[config.mk]
export PLATFORM = sky130hd
export DESIGN_NAME = ypbpr_sync_insert
export DESIGN_NICKNAME = d
export VERILOG_FILES = /design/src/rtl/ypbpr_sync_insert.sv
export SDC_FILE = /design/constraint.sdc
export NUM_CORES = 1
export LEC_CHECK = 0
export BUFFER_PORTS_ARGS = -buffer_cell sky130_fd_sc_hd__buf_4
export CAP_MARGIN = 20
export CORE_MARGIN = 2
export CORE_UTILIZATION = 50
export DETAILED_ROUTE_END_ITERATION = 8
export PLACE_DENSITY = 0.76
export SETUP_SLACK_MARGIN = 0.15
export SLEW_MARGIN = 20
export SYNTH_ARGS = -nofsm -noshare
export SYNTH_HDL_FRONTEND = slang
export SYNTH_SLANG_ARGS = --single-unit
[constraint.sdc]
create_clock -name clk -period 2.5 [get_ports clk]
set_clock_uncertainty 0.15 [all_clocks]
set_input_delay 0.25 -clock clk [delete_from_list [all_inputs] [get_ports clk]]
set_output_delay 0.25 -clock clk [all_outputs]
set_load 0.03 [all_outputs]
[src/rtl/ypbpr_sync_insert.sv]
// Sync/blank insertion ahead of a 6-bit component DAC (sync-on-Y), 2-clock pipeline.
// Define YPBPR_POLDETECT_EN to learn hsync/vsync polarity; otherwise inputs are taken as active-low.
module ypbpr_sync_insert #(
  parameter int unsigned BLACK_LEVEL = 18,
  parameter int unsigned BLANK_BACK  = 16,
  parameter int unsigned POL_CNT_W   = 12
) (
  input  logic       clk,
  input  logic       reset,
  input  logic       ena,
  input  logic [5:0] y_in,
  input  logic [5:0] pb_in,
  input  logic [5:0] pr_in,
  input  logic       hs_in,
  input  logic       vs_in,
  input  logic       cs_in,
  input  logic       pixel_in,
  output logic [5:0] y_out,
  output logic [5:0] pb_out,
  output logic [5:0] pr_out,
  output logic       hs_out,
  output logic       vs_out,
  output logic       cs_out,
  output logic       pixel_out
);

  localparam logic [5:0] BlackLvl  = 6'(BLACK_LEVEL);
  localparam logic [5:0] Scale     = 6'(64 - BLACK_LEVEL);
  localparam logic [7:0] BlankBack = 8'(BLANK_BACK);
  localparam logic [5:0] MidScale  = 6'd32;

  logic hs_pol, vs_pol;

`ifdef YPBPR_POLDETECT_EN
  logic                 hs_d_q, vs_d_q;
  logic                 hs_rise, hs_fall, vs_rise, vs_fall;
  logic [POL_CNT_W-1:0] hhi_q, hlo_q, vhi_q, vlo_q;
  logic                 hs_pol_q, vs_pol_q;

  function automatic logic [POL_CNT_W-1:0] sat_inc(input logic [POL_CNT_W-1:0] v);
    return (v == '1) ? v : v + {{(POL_CNT_W-1){1'b0}}, 1'b1};
  endfunction

  assign hs_rise = hs_in & ~hs_d_q;
  assign hs_fall = ~hs_in & hs_d_q;
  assign vs_rise = vs_in & ~vs_d_q;
  assign vs_fall = ~vs_in & vs_d_q;

  // The shorter of the two phases is the sync pulse; vertical phases are measured in lines.
  always_ff @(posedge clk) begin
    if (reset) begin
      hs_d_q   <= 1'b0;
      vs_d_q   <= 1'b0;
      hhi_q    <= '0;
      hlo_q    <= '0;
      vhi_q    <= '0;
      vlo_q    <= '0;
      hs_pol_q <= 1'b0;
      vs_pol_q <= 1'b0;
    end else begin
      hs_d_q <= hs_in;
      vs_d_q <= vs_in;
      if (hs_rise) begin
        if (hhi_q < hlo_q) hs_pol_q <= 1'b1;
        else if (hhi_q > hlo_q) hs_pol_q <= 1'b0;
        hhi_q <= '0;
      end else if (hs_in) begin
        hhi_q <= sat_inc(hhi_q);
      end
      if (hs_fall) hlo_q <= '0;
      else if (!hs_in) hlo_q <= sat_inc(hlo_q);
      if (vs_rise) begin
        if (vhi_q < vlo_q) vs_pol_q <= 1'b1;
        else if (vhi_q > vlo_q) vs_pol_q <= 1'b0;
        vhi_q <= '0;
      end else if (vs_in && hs_rise) begin
        vhi_q <= sat_inc(vhi_q);
      end
      if (vs_fall) vlo_q <= '0;
      else if (!vs_in && hs_rise) vlo_q <= sat_inc(vlo_q);
    end
  end

  assign hs_pol = hs_pol_q;
  assign vs_pol = vs_pol_q;
`else
  logic [POL_CNT_W-1:0] unused_pol_cnt;
  assign unused_pol_cnt = '0;
  assign hs_pol = 1'b0;
  assign vs_pol = 1'b0;
`endif

  logic       hs_n, vs_n, cs_n, blank;
  logic [7:0] blank_cnt_q;

  assign hs_n  = hs_in ^ hs_pol;
  assign vs_n  = vs_in ^ vs_pol;
  assign cs_n  = cs_in ^ hs_pol;
  assign blank = ~hs_n | ~vs_n | (blank_cnt_q != 8'd0);

  // Back porch is counted in pixels, reloaded for as long as hsync is active.
  always_ff @(posedge clk) begin
    if (reset) begin
      blank_cnt_q <= 8'd0;
    end else if (!hs_n) begin
      blank_cnt_q <= BlankBack;
    end else if (pixel_in && blank_cnt_q != 8'd0) begin
      blank_cnt_q <= blank_cnt_q - 8'd1;
    end
  end

  logic [11:0] prod;
  assign prod = {6'd0, y_in} * {6'd0, Scale};

  logic        ena_s1_q, blank_s1_q, csn_s1_q, hs_s1_q, vs_s1_q, cs_s1_q, pix_s1_q;
  logic [11:0] y_s1_q;
  logic [5:0]  pb_s1_q, pr_s1_q;

  always_ff @(posedge clk) begin
    if (reset) begin
      ena_s1_q   <= 1'b0;
      y_s1_q     <= 12'd0;
      pb_s1_q    <= MidScale;
      pr_s1_q    <= MidScale;
      blank_s1_q <= 1'b0;
      csn_s1_q   <= 1'b1;
      hs_s1_q    <= 1'b1;
      vs_s1_q    <= 1'b1;
      cs_s1_q    <= 1'b1;
      pix_s1_q   <= 1'b0;
    end else begin
      ena_s1_q   <= ena;
      y_s1_q     <= ena ? prod : {6'd0, y_in};
      pb_s1_q    <= pb_in;
      pr_s1_q    <= pr_in;
      blank_s1_q <= blank;
      csn_s1_q   <= cs_n;
      hs_s1_q    <= ena ? hs_n : hs_in;
      vs_s1_q    <= ena ? vs_n : vs_in;
      cs_s1_q    <= ena ? cs_n : cs_in;
      pix_s1_q   <= pixel_in;
    end
  end

  logic [5:0] y_d, pb_d, pr_d;

  always_comb begin
    y_d  = y_s1_q[5:0];
    pb_d = pb_s1_q;
    pr_d = pr_s1_q;
    if (ena_s1_q) begin
      if (!csn_s1_q)       y_d = 6'd0;
      else if (blank_s1_q) y_d = BlackLvl;
      else                 y_d = BlackLvl + y_s1_q[11:6];
      if (blank_s1_q || !csn_s1_q) begin
        pb_d = MidScale;
        pr_d = MidScale;
      end
    end
  end

  always_ff @(posedge clk) begin
    if (reset) begin
      y_out     <= 6'd0;
      pb_out    <= MidScale;
      pr_out    <= MidScale;
      hs_out    <= 1'b1;
      vs_out    <= 1'b1;
      cs_out    <= 1'b1;
      pixel_out <= 1'b0;
    end else begin
      y_out     <= y_d;
      pb_out    <= pb_d;
      pr_out    <= pr_d;
      hs_out    <= hs_s1_q;
      vs_out    <= vs_s1_q;
      cs_out    <= cs_s1_q;
      pixel_out <= pix_s1_q;
    end
  end

endmodule
==> metrics.md, run 1 <==
| Metric | Value |
|---|---|
| Status | complete, but fails checks |
| Failing checks | setup timing |
| Crit path max fanout | 3 |
| Vias in the first global route | 1,984 |
| Avg Cell Area, Syn | 10.4 µm² |
| DRC | 0 |
| Clock slew at reported path FFs | 0.07 ns |
| CP endpoint kind | flip-flop |
| 1st-iter DRT viols | 91 |
| Leading post-synthesis cells by cell area | dfxtp_1, ha_1, fa_1 |
| Ys async rst share | 0% |
| Layout cell share with drive strength beyond 1 | 33.8% |
| Root buf cell | clkbuf_8 |
| LEAKAGE | 1.66 nW |
| Period utilization | 101% |
| Cell Pwr Density | 713 nW/µm² |
| FF+latch count, synth | 60 |
| Critical path arrival | 2.65 ns |
| RR Endpoint | blank_cnt_q[1]$_SDFFE_PP0P_ |
| Routed vias | 2,088 |
| Clock Path Buffers | 2 |
| Fmax | 0.397 GHz |
| Sink Count | 60 |
| Drt first pass iters | 4 |
| Std cell rows | 26 |
| Net count after synthesis | 310 |
| Detail Placement HPWL | 3730 µm |
| Post-route setup slack | -0.0218 ns |
| Max-slew violations | 0 |
| Setup slack, reg-to-reg | 0.55 ns |
| Library cells used by synthesis | 41 |
| Max cap viols | 0 |
| Layout area overhead | 42.9% |
| IO buf count | 46 |
| Final setup viols | 2 |
| Final Cell Area | 3760 µm² |
| Final nets | 400 |
| Peak supply drop | 0.000344 V |
| Tot GR Track Use | 19.5% |
| Synth Flop Type | dfxtp_1 |
| Die Y | 76.5 µm |
| Reg2Reg Depth | 5 |
| Slew headroom | 76.8% |
| Inserted Diodes | 0 |
| Worst hold slack | 0.0300 ns |
| Area leader, netlist | dfxtp_1 |
| Power Total | 2.68 mW |
| Via density | 4.98 |
| Die W | 76.5 µm |
| Core Area | 5110 µm² |
| Setup_tns | -0.0432 ns |
| Detailed Route WL | 5800 µm |
| CTS tree | done |
| Worst min path class | input port to flip-flop |
| Gpl congestion | 0.809 |
| Synth top area share | 45.6% |
| Synthesized instance count | 254 |
| Reg2reg start | blank_cnt_q[0]$_SDFFE_PP0P_ |
| Die area | 5860 µm² |
| Synth Warn # | 0 |
| RSZ-0062 raised after global routing | yes |
| Max H-tree Level | 3 |
| Clk_lat worst skew | 0.34 ns |
| EDFF count, synth | 0 |
| Placement Cell Area | 3270 µm² |
| IO Pins | 47 |
| Post-synthesis sequential area ratio | 45.6% |
| Measured slew at the worst slew-check pin | 0.348 ns |
| Worst Path Required | 2.63 ns |
| Worst Setup Start Kind | input port |
| Post-DRT Antenna Nets | 0 |
| WHS Path Cells | 2 |
| Initial Util | 51.5% |
| Synth Cell Area | 2630 µm² |
| Largest net degree at the start of global routing | 38 |
| Setup CP Type | input port to flip-flop |
| Hold endpoint | y_s1_q[0]$_SDFF_PP0_ |
| CTS buffer count | 9 |
| Post-DR wirelength/cell | 13.8 µm |
| GR Overflow Total | 0 |
| Initial antenna violation count | 0 |
| Origin of the worst min-delay path | ena |
| First-pass GRT wire length | 8910 µm |
| Final Hold Vio Count | 0 |
| Final min period | 2.52 ns |
-- critical path, cell delays in order --
cell	delay [ns]
buf_8	0.10
ha_4	0.23
fa_1	0.46
fa_1	0.59
ha_4	0.23
o21ai_4	0.08
o21bai_4	0.10
buf_6	0.12
or4_1	0.41
nand3_1	0.08
-- cells by family after synthesis --
kind of cell    after synthesis  synth area share, %
mux                           6                 2.28
compound gates               40                 9.80
simple gates                 90                 20.6
fa+ha+maj                    31                 16.5
flops                        60                 45.6
xor+xnor                      7                 2.33
buf+inv                      20                 2.85
-- sequential cells by signal (all words and copies together) (netlist names), 6 cells and up --
register	count
y_s1_q	12
blank_cnt_q	8
pb_out	6
pb_s1_q	6
pr_out	6
pr_s1_q	6
y_out	6
-- cell type report --
cell class	instances	area, µm²
tap	70	87.6
multi-input combinational	174	1540
fill	343	1350
sequential	60	1200
clock inverter	7	52.6
clock buffer	9	124
timing repair buffer	87	713
inverter	12	45.0
-- what timing repair did --
item	CTS	global route
gates resized for setup	13	15
pin swaps	14	12
hold buffers	15	0
setup endpoints to repair	5	5
endpoints found under the hold margin	17	0
buffers inserted	2	2
-- through the flow --
stage                     cells  worst slack (ns)  util [%]
final                       419           -0.0218      73.6
after global routing        419           -0.0523      73.6
after CTS                   417          0.000499      71.9
after detailed placement    384            -0.400      63.9
after global placement      384            -0.299      63.9
after floorplan             254            -0.112         -
-- cell usage after synthesis, types with 2 or more instances --
master	instances
a211oi_1	6
a21o_1	3
a21oi_1	12
a31oi_1	3
and2_1	10
clkbuf_1	8
dfxtp_1	60
fa_1	6
ha_1	25
inv_1	11
mux2i_1	6
nand2_1	7
nand2b_1	14
nand3_1	6
nand4b_1	2
nor2_1	13
nor2b_1	14
nor3_1	3
o211ai_1	3
o21a_1	2
o21ai_0	5
or2_1	6
or2_2	2
or3_1	3
or4_1	2
or4b_4	2
xnor2_1	3
xor2_1	4
-- where the power goes --
part	switching (mW)	internal, mW	leakage (nW)
Combinational	0.420	0.448	1.08
Sequential	0.0350	1.02	0.495
Clock	0.389	0.363	0.0896
Total	0.844	1.84	1.66
-- metal layers --
| metal | routed length (µm) | up-vias | global-route usage, % |
|---|---|---|---|
| met2 | 2900 | 69 | 33.1 |
| li1 | - | 1045 | - |
| met1 | 2480 | 961 | 22.8 |
| met3 | 260 | 13 | 5.33 |
| met5 | 0 | - | 0 |
| met4 | 159 | 0 | 9.45 |
-- cells in the final DEF (no fill, tap or decap), drive strengths merged, types with 4 or more instances in the layout --
cell,synthesis,routed
dlygate4sd3,0,15
dfxtp,60,60
a211oi,6,6
o21ai,6,6
nor2,14,14
a21oi,12,12
nor2b,14,14
inv,12,13
or2,8,8
clkbuf,8,9
nand2,7,7
and2,10,10
nand2b,14,14
buf,0,72
clkinv,0,5
nand3,6,6
ha,25,25
fa,6,6
xor2,4,4
mux2i,6,6
-- how the worst max path moves through the flow --
stage                                  endpoint     from  cells after the start
final                      y_s1_q[8]$_SDFF_PP0_  y_in[3]                     10
after global routing      y_s1_q[11]$_SDFF_PP0_  y_in[3]                      9
after CTS                 y_s1_q[10]$_SDFF_PP0_  y_in[3]                      9
after detailed placement  y_s1_q[10]$_SDFF_PP0_  y_in[0]                     11
after global placement     y_s1_q[8]$_SDFF_PP0_  y_in[1]                      9
after floorplan            y_s1_q[8]$_SDFF_PP0_  y_in[1]                      8
Power figures use the tool's default switching activity.
==> run 2: changes to the inputs <==
--- a/config.mk
+++ b/config.mk
@@ -10,7 +10,7 @@
 export CORE_MARGIN = 2
 export CORE_UTILIZATION = 50
 export DETAILED_ROUTE_END_ITERATION = 8
-export PLACE_DENSITY = 0.76
+export PLACE_DENSITY = 0.84
 export SETUP_SLACK_MARGIN = 0.15
 export SLEW_MARGIN = 20
 export SYNTH_ARGS = -nofsm -noshare
==> run 2 against run 1 <==
Against the previous run:
- the run still ends with setup timing left
- total power increased by 0.11%
- first-iteration DRC count decreased by 7.7%
- design area increased by 0.13%
- hold slack got worse by 0.026 ns
- combinational power about the same
- worst setup slack improved by 0.016 ns
- flip-flop and latch count unchanged
- count of clock-buffer cells in the layout unchanged
- clock power about the same
- sequential power about the same
- maximum frequency increased by 0.65%
- global-route usage decreased by 0.056 points
- largest power group unchanged
==> metrics.md, run 2 (same netlist as run 1, synthesis figures left out) <==
| Metric | Value |
|---|---|
| Status | complete, but fails checks (unchanged) |
| Failing checks | setup timing (unchanged) |
| Sink Count | 60 (unchanged) |
| Max reg flops | 12 (unchanged) |
| Met3 usage | 6.28% (was 5.33%) |
| Slew headroom | 77.2% (was 76.8%) |
| Commonest cells after routing, fill and taps aside | buf_4, dfxtp_1, ha_1 (was buf_4, dfxtp_1, ha_1, dlygate4sd3_1) |
| Fillers | 329 (was 343) |
| Biggest regs | y_s1_q (12), blank_cnt_q (8) (unchanged) |
| Detailed Route WL | 5860 µm (was 5800 µm) |
| Post-DR wirelength/cell | 14.1 µm (was 13.8 µm) |
| RSZ-0062 raised after global routing | yes (unchanged) |
| Largest register by flop count | y_s1_q (unchanged) |
| Final Hold Vio Count | 0 (unchanged) |
| Initial Util | 51.5% (unchanged) |
| 1st-iter DRT viols | 84 (was 91) |
| CTS buffer count | 9 (unchanged) |
| Die Y | 76.5 µm (unchanged) |
| IO buf count | 46 (unchanged) |
| Final setup viols | 1 (was 2) |
| Post-route setup slack | -0.00548 ns (was -0.0218 ns) |
| Peak supply drop | 0.000360 V (was 0.000344 V) |
| GR Util met2 | 32.8% (was 33.1%) |
| Tot GR Track Use | 19.5% (about the same) |
| Power Total | 2.68 mW (about the same) |
| Via density | 4.97 (was 4.98) |
| Inserted Diodes | 0 (unchanged) |
| Routed vias | 2,074 (was 2,088) |
| Gpl congestion | 0.800 (was 0.809) |
| Largest net degree at the start of global routing | 38 (unchanged) |
| Drt first pass iters | 4 (unchanged) |
| Clk_lat worst skew | 0.34 ns (about the same) |
| CP endpoint kind | flip-flop (unchanged) |
| Root buf cell | clkbuf_8 (unchanged) |
| Worst hold slack | 0.00371 ns (was 0.0300 ns) |
| Post-DRT Antenna Nets | 0 (unchanged) |
| Std cell rows | 26 (unchanged) |
| Setup CP Type | input port to flip-flop (unchanged) |
| Core Area | 5110 µm² (unchanged) |
| Vias in the first global route | 1,964 (was 1,984) |
| Layout area overhead | 43.1% (was 42.9%) |
| GR Overflow Total | 0 (unchanged) |
| Cell Pwr Density | 712 nW/µm² (was 713 nW/µm²) |
| Worst Path Required | 2.62 ns (was 2.63 ns) |
| Die area | 5860 µm² (unchanged) |
| Critical path arrival | 2.62 ns (was 2.65 ns) |
| Period utilization | 100% (was 101%) |
| Max cap viols | 0 (unchanged) |
| Final nets | 398 (was 400) |
| Worst Setup Start Kind | input port (unchanged) |
| Max-slew violations | 0 (unchanged) |
| Fmax | 0.399 GHz (was 0.397 GHz) |
| Measured slew at the worst slew-check pin | 0.341 ns (was 0.348 ns) |
| Most common cell after layout, fill and taps aside | buf_4 (unchanged) |
| CTS tree | done (unchanged) |
| Die W | 76.5 µm (unchanged) |
| Clock Path Buffers | 2 (unchanged) |
| Detail Placement HPWL | 3850 µm (was 3730 µm) |
| Layout cell share with drive strength beyond 1 | 32.6% (was 33.8%) |
| Worst min path class | input port to flip-flop (unchanged) |
| Met1 usage | 23.0% (was 22.8%) |
| Most used routing layer | met2 (unchanged) |
| Initial antenna violation count | 0 (unchanged) |
| LEAKAGE | 1.66 nW (about the same) |
| IO Pins | 47 (unchanged) |
| Clock slew at reported path FFs | 0.07 ns (about the same) |
| Max H-tree Level | 3 (unchanged) |
| Final min period | 2.51 ns (was 2.52 ns) |
| Final core occ | 73.7% (was 73.6%) |
| First-pass GRT wire length | 8870 µm (was 8910 µm) |
| DRC | 0 (unchanged) |
| Crit path max fanout | 3 (unchanged) |
-- run 2: per-stage QoR --
stage	std cells	TNS [ns]	cell area, µm²	setup WS [ns]
6_report	417	-0.00548	3770	-0.00548
5_1_grt	417	-0.0478	3770	-0.0478
4_1_cts	412	0	3600	0.0511
3_5_place_dp	384	-1.59	3270	-0.345
3_3_place_gp	384	-1.30	3270	-0.295
2_1_floorplan	254	-0.264	2700	-0.112
-- run 2: worst max-delay path: stages --
cell and delay [ns]:
buf_4 0.12, buf_4 0.14, ha_1 0.22, fa_1 0.60, ha_4 0.25, a211oi_4 0.31, o21bai_4 0.13, o41ai_4 0.38
mux2i_1 0.21
-- run 2: timing repair --
item | in CTS | in global routing
endpoints found under the hold margin | 14 | 2
hold buffers | 12 | 2
cloned | 0 | 0
setup buffers | 0 | 3
pin swaps | 5 | 15
endpoints found under the setup margin | 4 | 5
resized for setup | 9 | 18
-- run 2: area by class of cell --
cell class                      instances  area, µm²  share of cell area, %
Timing Repair Buffer                   85        712                   18.9
Clock buffer                            9        124                   3.29
Multi-Input combinational cell        174       1540                   41.0
Inverter                               12       45.0                   1.20
Clock inverter                          7       52.6                   1.40
Tap cell                               70       87.6                   2.33
Sequential cell                        60       1200                   31.9
-- run 2: report_power, final --
part / switching [mW] / total [mW] / internal, mW / leakage, nW
combinational: 0.416 / 0.870 / 0.454 / 1.08
clock: 0.389 / 0.752 / 0.363 / 0.0896
sequential: 0.0353 / 1.06 / 1.03 / 0.495
-- run 2: final timing paths --
path / startpoint / to / slack [ns] / cells after the start
hold / removal: pb_in[0] / pb_s1_q[0]$_SDFF_PP0_ / 0.004 / 2
setup / recovery: y_in[0] / y_s1_q[10]$_SDFF_PP0_ / -0.005 / 9
setup reg to reg: blank_cnt_q[0]$_SDFFE_PP0P_ / blank_cnt_q[0]$_SDFFE_PP0P_ / 0.55 / 6
hold reg to reg: vs_s1_q$_SDFF_PP1_ / vs_out$_SDFF_PP1_ / 0.26 / 1
-- run 2: layer usage --
layer  part of all wire (%)  vias up  wire length (µm)
met5                      0        -                 0
met4                    1.3        0                76
met3                    3.5        8               203
met2                     52       58              3040
met1                     43      963              2540
li1                       -     1045                 -
==> run 3: changes to the inputs <==
--- a/config.mk
+++ b/config.mk
@@ -7,6 +7,7 @@
 export LEC_CHECK = 0
 export BUFFER_PORTS_ARGS = -buffer_cell sky130_fd_sc_hd__buf_4
 export CAP_MARGIN = 20
+export CORE_ASPECT_RATIO = 0.6
 export CORE_MARGIN = 2
 export CORE_UTILIZATION = 50
 export DETAILED_ROUTE_END_ITERATION = 8
==> run 3 against run 2 <==
Against the previous run:
- hold slack worse by 0.0030 ns
- highest routed layer unchanged
- critical path type unchanged
- combinational power decreased by 8.7%
- first-iteration DRC count up 21%
- the flow now finishes without violations
- largest power group unchanged
- register-to-register slack hardly changed
==> metrics.md, run 3 (same netlist as run 1, synthesis figures left out) <==
| Metric | Value |
|---|---|
| Biggest regs | y_s1_q (12), blank_cnt_q (8) (unchanged) |
| Final setup viols | 0 (was 1) |
| Critical path arrival | 2.59 ns (was 2.62 ns) |
| Commonest cells after routing, fill and taps aside | buf_4, dfxtp_1, ha_1 (unchanged) |
| Final Cell Area | 3660 µm² (was 3770 µm²) |
| CTS buffer count | 9 (unchanged) |
| CP max stage delay | 0.52 ns (was 0.60 ns) |
| Tot GR Track Use | 19.9% (was 19.5%) |
| Worst Setup Start Kind | input port (unchanged) |
| Clock slew at reported path FFs | 0.07 ns (about the same) |
| Max cap viols | 0 (unchanged) |
| Die W | 97.7 µm (was 76.5 µm) |
| Detailed Route WL | 5630 µm (was 5860 µm) |
| Gpl congestion | 0.815 (was 0.800) |
| Peak supply drop | 0.000266 V (was 0.000360 V) |
| CTS tree | done (unchanged) |
| Max H-tree Level | 3 (unchanged) |
| Final min period | 2.47 ns (was 2.51 ns) |
| Std cell rows | 20 (was 26) |
| Slew headroom | 76.1% (was 77.2%) |
| Max-slew violations | 0 (unchanged) |
| LEAKAGE | 1.64 nW (was 1.66 nW) |
| Initial antenna violation count | 0 (unchanged) |
| DRC | 0 (unchanged) |
| GR Overflow Total | 0 (unchanged) |
| Placement Cell Area | 3250 µm² (was 3270 µm²) |
| Most used cell, CP | ha_1 (was buf_4) |
| Final Hold Vio Count | 0 (unchanged) |
| Drt first pass iters | 5 (was 4) |
| CP Cell Sequence | buf_8 -> buf_4 -> ha_1 -> fa_1 -> ha_1 -> a211oi_4 -> o21bai_4 -> o41ai_2 -> mux2i_1 (was buf_4 -> buf_4 -> ha_1 -> fa_1 -> ha_4 -> a211oi_4 -> o21bai_4 -> o41ai_4 -> mux2i_1) |
| IO Pins | 47 (unchanged) |
| Largest net degree at the start of global routing | 38 (unchanged) |
| Post-DRT Antenna Nets | 0 (unchanged) |
| Fmax | 0.405 GHz (was 0.399 GHz) |
| Core Area | 5050 µm² (was 5110 µm²) |
| Most common cell after layout, fill and taps aside | buf_4 (unchanged) |
| Root buf cell | clkbuf_8 (unchanged) |
| Setup CP Type | input port to flip-flop (unchanged) |
| Routed vias | 2,075 (was 2,074) |
| Via density | 5.04 (was 4.97) |
| Sink Count | 60 (unchanged) |
| Worst Path Required | 2.62 ns (about the same) |
| IO buf count | 46 (unchanged) |
| Detail Placement HPWL | 3840 µm (was 3850 µm) |
| Worst hold slack | 0.000701 ns (was 0.00371 ns) |
| Initial Util | 52.1% (was 51.5%) |
| Cell Pwr Density | 712 nW/µm² (about the same) |
| CP endpoint kind | flip-flop (unchanged) |
| Layout area overhead | 39.2% (was 43.1%) |
| Vias in the first global route | 1,953 (was 1,964) |
| First-pass GRT wire length | 8910 µm (was 8870 µm) |
| Crit path max fanout | 3 (unchanged) |
| 1st-iter DRT viols | 102 (was 84) |
| Buf/Inv on CP | 2 (unchanged) |
| Clk_lat worst skew | 0.34 ns (about the same) |
| Die area | 5880 µm² (was 5860 µm²) |
| Slowest-stage cell, CP | fa_1 (unchanged) |
| Post-DR wirelength/cell | 13.7 µm (was 14.1 µm) |
| Worst min path class | input port to flip-flop (unchanged) |
| Inserted Diodes | 0 (unchanged) |
| Crit. Startpoint | y_in[1] (was y_in[0]) |
| RSZ-0062 raised after global routing | yes (unchanged) |
| Max reg flops | 12 (unchanged) |
| Clock Path Buffers | 2 (unchanged) |
| Reg2reg start | blank_cnt_q[0]$_SDFFE_PP0P_ (unchanged) |
| Final nets | 397 (was 398) |
| Origin of the worst min-delay path | pb_in[4] (was pb_in[0]) |
| Die Y | 60.2 µm (was 76.5 µm) |
| Status | completed (was complete, but fails checks) |
| Largest register by flop count | y_s1_q (unchanged) |
| Period utilization | 98.8% (was 100%) |
| Measured slew at the worst slew-check pin | 0.358 ns (was 0.341 ns) |
| Layout cell share with drive strength beyond 1 | 30.9% (was 32.6%) |
| CP top delay family | adder cells (unchanged) |
run 3: final timing paths:
path | to | slack [ns] | depth (start not counted)
min reg2reg | vs_out$_SDFF_PP1_ | 0.26 | 1
max reg2reg | blank_cnt_q[0]$_SDFFE_PP0P_ | 0.54 | 6
min | pb_s1_q[4]$_SDFF_PP0_ | 0.0007 | 2
max | y_s1_q[10]$_SDFF_PP0_ | 0.03 | 9
run 3: repair_timing:
action,4_1_cts,5_1_grt
hold buffers,14,0
resized for setup,10,5
setup buffers,1,2
pin swaps,5,1
hold endpoints to repair,16,0
setup endpoints to repair,4,5
run 3: worst register-to-register path: cells and delay by family, from the launching register on:
family	cells	cell delay (ns)
flip-flops	1	0.34
buffers and inverters	1	0.09
AND/OR/NAND/NOR	2	0.56
AO/OA/AOI/OAI	1	0.38
adder cells (fa/ha/maj)	1	0.15
XOR/XNOR	1	0.17
run 3: through the flow:
step / worst slack (ns) / total power, mW / cells / util (%) / setup TNS [ns]
2_1_floorplan: -0.112 / 1.53 / 254 / - / -0.264
3_3_place_gp: -0.310 / 1.73 / 379 / 64.4 / -1.36
3_5_place_dp: -0.330 / 1.75 / 379 / 64.4 / -1.54
4_1_cts: 0.0693 / 2.56 / 410 / 71.6 / 0
5_1_grt: -0.0344 / 2.75 / 412 / 72.5 / -0.0527
6_report: 0.0292 / 2.61 / 412 / 72.5 / 0
run 3: layout make-up:
cell class	instances	area (µm²)
Multi-Input combinational cell	174	1480
Fill cell	330	1390
Sequential cell	60	1200
Timing Repair Buffer	84	673
Clock buffer	9	124
Tap cell	66	82.6
Clock inverter	7	52.6
Inverter	12	45.0
run 3: power breakdown:
group | internal, mW | leakage (nW) | switching [mW]
sequential | 1.02 | 0.495 | 0.0355
clock | 0.363 | 0.0896 | 0.392
combinational | 0.406 | 1.06 | 0.388
run 3: metal layers:
layer	vias up	wire length, µm	track usage, %
li1	1046	-	-
met5	-	0	0
met2	77	2480	31.5
met3	8	405	7.95
met1	944	2680	25.3
met4	0	55	6.55
